## src/rtl/piso_frame_tx.sv

```systemverilog
// Parallel-in/serial-out asynchronous frame transmitter: start, DATA_W data bits, optional parity, 1-2 stops.
// Optional parity bit is compiled in with macro PISO_FRAME_PARITY_EN.
module piso_frame_tx #(
    parameter int DATA_W     = 8,
    parameter int LSB_FIRST  = 1,
    parameter int STOP_BITS  = 1,
    parameter int PARITY_ODD = 0
) (
    input  logic              CLK,
    input  logic              RST,
    input  logic [DATA_W-1:0] TX_data,
    input  logic              TX_valid,
    output logic              TX_ready,
    input  logic              shift,
    output logic              OUT,
    output logic              busy,
    output logic              done
);

    localparam int CNT_W = $clog2(DATA_W + 1);
    localparam logic [CNT_W-1:0] LAST_BIT  = CNT_W'(DATA_W - 1);
    localparam logic             STOP_LAST = 1'(STOP_BITS - 1);
    localparam logic             PAR_SENSE = (PARITY_ODD != 0);

    if (DATA_W < 5 || DATA_W > 16 || (STOP_BITS != 1 && STOP_BITS != 2) ||
        (PARITY_ODD != 0 && PARITY_ODD != 1)) begin : g_bad_params
        $error("piso_frame_tx: illegal parameter value");
    end

    typedef enum logic [2:0] {
        IDLE,
        START,
        DATA,
`ifdef PISO_FRAME_PARITY_EN
        PARITY,
`endif
        STOP
    } state_t;

    state_t            state_q, state_d;
    logic [DATA_W-1:0] shreg_q, shreg_d;
    logic [CNT_W-1:0]  cnt_q, cnt_d;
    logic              stop_cnt_q, stop_cnt_d;
    logic              out_q, out_d;
    logic              ready_q, ready_d;
    logic              busy_q, busy_d;
    logic              done_q, done_d;
`ifdef PISO_FRAME_PARITY_EN
    logic              parity_q, parity_d;
`endif

    // The bit presented on the line sits at the output end of the register.
    function automatic logic end_bit(input logic [DATA_W-1:0] s);
        return (LSB_FIRST != 0) ? s[0] : s[DATA_W-1];
    endfunction

    function automatic logic [DATA_W-1:0] advance(input logic [DATA_W-1:0] s);
        return (LSB_FIRST != 0) ? {1'b0, s[DATA_W-1:1]} : {s[DATA_W-2:0], 1'b0};
    endfunction

    always_comb begin
        state_d    = state_q;
        shreg_d    = shreg_q;
        cnt_d      = cnt_q;
        stop_cnt_d = stop_cnt_q;
        done_d     = 1'b0;
`ifdef PISO_FRAME_PARITY_EN
        parity_d   = parity_q;
`endif
        case (state_q)
            IDLE: begin
                if (TX_valid && ready_q) begin
                    shreg_d    = TX_data;
                    cnt_d      = '0;
                    stop_cnt_d = 1'b0;
`ifdef PISO_FRAME_PARITY_EN
                    parity_d   = (^TX_data) ^ PAR_SENSE;
`endif
                    state_d    = START;
                end
            end
            START: begin
                if (shift) state_d = DATA;
            end
            DATA: begin
                if (shift) begin
                    shreg_d = advance(shreg_q);
                    cnt_d   = cnt_q + CNT_W'(1);
                    if (cnt_q == LAST_BIT) begin
`ifdef PISO_FRAME_PARITY_EN
                        state_d = PARITY;
`else
                        state_d = STOP;
`endif
                    end
                end
            end
`ifdef PISO_FRAME_PARITY_EN
            PARITY: begin
                if (shift) state_d = STOP;
            end
`endif
            STOP: begin
                if (shift) begin
                    if (stop_cnt_q == STOP_LAST) begin
                        state_d = IDLE;
                        done_d  = 1'b1;
                    end else begin
                        stop_cnt_d = stop_cnt_q + 1'b1;
                    end
                end
            end
            default: state_d = IDLE;
        endcase

        // Outputs are decoded from the next state so they are registered with it.
        out_d = 1'b1;
        case (state_d)
            START:   out_d = 1'b0;
            DATA:    out_d = end_bit(shreg_d);
`ifdef PISO_FRAME_PARITY_EN
            PARITY:  out_d = parity_d;
`endif
            default: out_d = 1'b1;
        endcase
        busy_d  = (state_d != IDLE);
        ready_d = (state_d == IDLE);
    end

    always_ff @(posedge CLK) begin
        if (RST) begin
            state_q    <= IDLE;
            shreg_q    <= '0;
            cnt_q      <= '0;
            stop_cnt_q <= 1'b0;
            out_q      <= 1'b1;
            ready_q    <= 1'b1;
            busy_q     <= 1'b0;
            done_q     <= 1'b0;
`ifdef PISO_FRAME_PARITY_EN
            parity_q   <= 1'b0;
`endif
        end else begin
            state_q    <= state_d;
            shreg_q    <= shreg_d;
            cnt_q      <= cnt_d;
            stop_cnt_q <= stop_cnt_d;
            out_q      <= out_d;
            ready_q    <= ready_d;
            busy_q     <= busy_d;
            done_q     <= done_d;
`ifdef PISO_FRAME_PARITY_EN
            parity_q   <= parity_d;
`endif
        end
    end

    assign OUT      = out_q;
    assign TX_ready = ready_q;
    assign busy     = busy_q;
    assign done     = done_q;

endmodule

```

## config.mk

```make
export PLATFORM = sky130hd
export DESIGN_NAME = piso_frame_tx
export DESIGN_NICKNAME = d
export VERILOG_FILES = /design/src/rtl/piso_frame_tx.sv
export SDC_FILE = /design/constraint.sdc
export NUM_CORES = 1
export LEC_CHECK = 0
export CORE_MARGIN = 2
export CORE_UTILIZATION = 25
export DETAILED_ROUTE_END_ITERATION = 10
export SETUP_SLACK_MARGIN = 0.02
export SYNTH_ARGS = -nofsm -noshare
export SYNTH_HDL_FRONTEND = slang
export SYNTH_SLANG_ARGS = --single-unit
export TNS_END_PERCENT = 50
```

## constraint.sdc

```tcl
create_clock -name CLK -period 1.75 [get_ports CLK]
set_input_delay 0.525 -clock CLK [delete_from_list [all_inputs] [get_ports CLK]]
set_output_delay 0.525 -clock CLK [all_outputs]
set_load 0.01 [all_outputs]
```

# [After elaboration in Yosys (flattened, before gate mapping)]
# Index checks and enable logic that the tools add are counted.
[classes] addsub=2 eq_ne=9 mux=19 n_bitwise=2 reduce_logical=9
[op_table] op="3-bit 2-to-1 mux" count=6
[op_table] op="8-bit 2-to-1 mux" count=2
[op_table] op="8-bit case mux with 2 select lines" count=1
[op_table] op="3-bit case mux with 4 select lines" count=1
[op_table] op="3-bit by 2-bit == test with 1-bit output (second input constant)" count=3
[op_table] op="4-bit 2-to-1 mux" count=2
[op_table] op="4-bit case mux with 2 select lines" count=1
[op_table] op="3-bit by 1-bit == test with 1-bit output (second input constant)" count=2
[op_table] op="3-bit logical NOT" count=2
[op_table] op="2-bit inequality test (second input constant)" count=3
[op_table] op="3-bit AND reduction" count=2
[op_table] op="4-bit by 1-bit adder with 4-bit output (second input constant)" count=1
[op_table] op="4-bit by 3-bit == test with 1-bit output (second input constant)" count=1
[op_table] op="1-bit 2-to-1 mux" count=4
[op_table] op="1-bit case mux with 2 select lines" count=2
[op_table] op="2-bit nonzero test" count=2
[op_table] op="3-bit nonzero test" count=1
[op_table] op="3-bit OR reduction" count=1
[op_table] op="1-bit NOT" count=2
[op_table] op="1-bit adder (second input constant)" count=1
[op_table] op="1-bit logical AND" count=1
[totals] ff_bits=20 input_bits=12 output_inout_bits=4 elab_cells=50

# [Depth between registers and ports, before layout]
[depth] ltp_word=6 mapped_depth=6 mapped_depth_nobuf=5

# [Worst setup path before layout]
# No wires, ideal clock.
[synth_timing] kind="input -> register" from="in TX_valid" to="reg out_q, in the netlist OUT" setup_ns=0.132 t_arrival_ns=1.244 required_ns=1.618 setup_slack_ns=0.374 path_stages=4 n_path_buf=0 path_cell_list="and4bb_4 > and2_4 > a211oi_1 > a22oi_1"
[synth_between] elab_chain_cells=5 elab_cells_between_ends=8 classes_between="2 x eq/ne; 5 x mux; 1 x reduce/logical"
[synth_rtl] item="from (decl)" line_no="12" text="input logic TX_valid,"
[synth_rtl] item="1-bit logical AND *" line_no="72" text="if (TX_valid && ready_q) begin"
[synth_rtl] item="3-bit 2-to-1 mux" line_no="72"
[synth_rtl] item="3-bit case mux with 4 select lines" line_no="70" text="case (state_q)"
[synth_rtl] item="3-bit by 2-bit == test with 1-bit output / 3-bit by 1-bit == test with 1-bit output (equally long branches)" line_no="118" text="case (state_d)"
[synth_rtl] item="1-bit case mux with 2 select lines *" line_no="118"
[synth_rtl] item="to (signal assigned)" line_no="148" text="out_q <= out_d;"
[synth_rtl] item="to (decl)" line_no="44" text="logic out_q, out_d;"
# Mark *: on every way between the ends. The rest lies on a longest branch, timed or not. The select of a mux whose other input is x is not followed.
# A chain may end at the register's enable or synchronous reset.

# [Worst setup path after layout]
[layout_timing] from="reg out_q, in the netlist OUT" to="out OUT"
[layout_lines] item="to (decl)" line_no="15" text="output logic OUT,"
# No word-level cell between the ends.

==> metrics.md <==
| Metric | Value |
|---|---|
| Root Driver | clkbuf_4 |
| Synth Warn # | 0 |
| Async SR Flop Fraction | 0 |
| Clock slew at reported path FFs | 120 ps |
| Die X | 64.11 um |
| Io pins | 16 |
| Share of layout cells above drive strength 1 | 0.3000 |
| Fin util | 0.3509 |
| # Post-CTS Setup Buffers | 0 |
| WP buf/inv | 1 |
| Die ar. | 4110 sq um |
| Unrepaired setup endpoints after global routing | true |
| Worst Path Max Fanout | 1 |
| Final setup vio count | 0 |
| Nets | 124 |
| Fin Setup TNS | 0 ps |
| Hold buffers post-CTS | 0 |
| Startpoint types | flop |
| Iteration count of the initial detailed-routing pass | 3 |
| IO Port Bufs | 15 |
| First-pass GRT wire length | 2842 um |
| Worst setup margin | 58.83 ps |
| Status | finished clean |
| Syn_area_per_cell | 10.50 sq um |
| Worst skew pair latency | 300 ps |
| Crit-path max cell delay | 530 ps |
| Hold Vio Cnt, Final | 0 |
| Worst Path Required | 1220 ps |
| CORE AREA | 3416 sq um |
| Minimum clock period | 1691 ps |
| Number of global-route vias before repair | 669 |
| Max-Cap Viols | 0 |
| Crit path kind | flop to output pin |
| HP Class | flop to flop |
| Final period util | 0.9664 |
| Post-DR wirelength/cell | 10.71 um |
| Peak supply drop | 0.0003541 V |
| Routed wire length | 1670 um |
| CTS tree | yes |
| Slew Limit Fails | 0 |
| Via count | 687 |
| Most common cell after layout, fill and taps aside | dfxtp_1 |
| Flops & latches, synth | 19 |
| Worst setup EP type | output pin |
| Top delay family on crit path | buffers and inverters |
| Synthesized area | 903.4 sq um |
| CTS sink cnt | 19 |
| Crit path arrival time | 1170 ps |
| Pre-CTS WS | -189.9 ps |
| Largest net degree at the start of global routing | 13 |
| Routed Antenna Nets | 0 |
| Hpwl dp | 1240 um |
| Pwr dens | 654.5 nW/um^2 |
| Cell breakdown of the critical path | clkdlybuf4s50_1 |
| Syn_nets | 99 |
| Synth Flop Type | dfxtp_1 |
| Fmax | 591.3 MHz |
| Gp weighted congestion | 0.7467 |
| Initial core utilization | 0.2645 |
| Initial DRC count | 27 |
| FP Rows | 21 |
| # DRC | 0 |
| Post-synth EDFFs | 0 |
| Distinct cells, synth | 34 |
| CTS Buf Count | 3 |
| Synthesized instance count | 86 |
| Die Y | 64.11 um |
| H-tree lvl count | 1 |
| Skew final | 10.11 ps |
| Grt ovf | 0 |
| Leakage | 0.4191 nW |
| Most frequent cells in the layout | dfxtp_1 (19), clkdlybuf4s50_1 (13), nand2_1 (9) |
| Seq/Total Area, Yosys | 0.4211 |
| ANT cells | 0 |
| Vias per cell | 4.404 |
| Area Overhead vs Synth | 32.69% |
| Fillers | 372 |
| Hold slack | 484.8 ps |
| Initial antenna violation count | 0 |
| Post_cts resized | 1 |
| CP max stage cell | clkdlybuf4s50_1 |
| Total GRT Usage | 0.08859 |
| Max Root-Sink Buffers | 2 |
-- path summary, 6_finish.rpt --
path                                  end               startpoint  slack, ps  cells past startpoint
setup reg to reg  shreg_q[3]$_SDFFE_PP0P_    state_q[0]$_SDFF_PP0_        250                      5
hold / removal    shreg_q[1]$_SDFFE_PP0P_  shreg_q[1]$_SDFFE_PP0P_        480                      2
hold reg to reg   shreg_q[1]$_SDFFE_PP0P_  shreg_q[1]$_SDFFE_PP0P_        480                      2
setup / recovery                      OUT           OUT$_SDFF_PP1_         60                      1
-- metal layers --
metal  global-route usage  part of all wire
met5                    0                 0
met2               0.1523              0.47
met3              0.03345             0.054
met1               0.1027              0.47
met4              0.02394            0.0072
-- cell usage after synthesis, types with 2 or more instances --
| library cell | count | area, sq um |
|---|---|---|
| dfxtp_1 | 19 | 380.4 |
| nand2_1 | 9 | 33.78 |
| a21oi_2 | 7 | 61.31 |
| a22oi_2 | 6 | 75.07 |
| a21oi_1 | 5 | 25.02 |
| nor2_1 | 4 | 15.01 |
| a211oi_1 | 2 | 15.01 |
| and4bb_4 | 2 | 32.53 |
| buf_6 | 2 | 22.52 |
| inv_1 | 2 | 7.510 |
| nand3_1 | 2 | 10.01 |
| nand3b_1 | 2 | 15.01 |
| nor3_1 | 2 | 10.01 |
| xor2_1 | 2 | 17.52 |
-- cells by family (layout without fill, tap and decap cells) --
group	count (synthesis)	count (layout)	synth area share
AOI/OAI and AO/OA	24	24	0.2479
xor gates and xnor gates	3	3	0.02909
adders and majority gates	1	1	0.01385
buffers and inverters	6	30	0.05956
DFF	19	19	0.4210
muxes	1	1	0.01108
other	1	1	0.004151
and+or+nand+nor	31	31	0.2133
-- layout make-up --
class                      count  area (sq um)  share of cell area
inverter                       2         7.507            0.006263
timing repair buffer          24         256.5              0.2140
clock buffer                   3         22.52             0.01879
clock inverter                 1         5.005            0.004175
tap                           46         57.56             0.04802
sequential                    19         380.4              0.3173
multi-input combinational     61         469.2              0.3914
-- metrics by stage --
stage	instance area, sq um	total power, mW	std cells
2_1_floorplan	903.4	0.5220	86
3_3_place_gp	1170	0.5678	152
3_5_place_dp	1170	0.5692	152
4_1_cts	1196	0.7989	156
5_1_grt	1199	0.8321	156
6_report	1199	0.7845	156
-- state kept, by name, indices dropped and copies added (netlist names) --
signal / flops
shreg_q: 8
cnt_q: 4
OUT: 1
busy: 1
done: 1
TX_ready: 1
state_q: 3
-- where the power goes --
group	internal, mW	leakage, nW	total (mW)	switching [mW]
combinational	0.0579	0.247	0.101	0.0428
sequential	0.446	0.155	0.457	0.0106
clock	0.0852	0.0177	0.227	0.142
total	0.589	0.419	0.785	0.195
-- tightest hold or removal path, stage by stage, from the launching register on --
cell     delay [ps]
dfxtp_1         330
nand2_1          70
a21oi_2          50
Power figures use the tool's default switching activity.
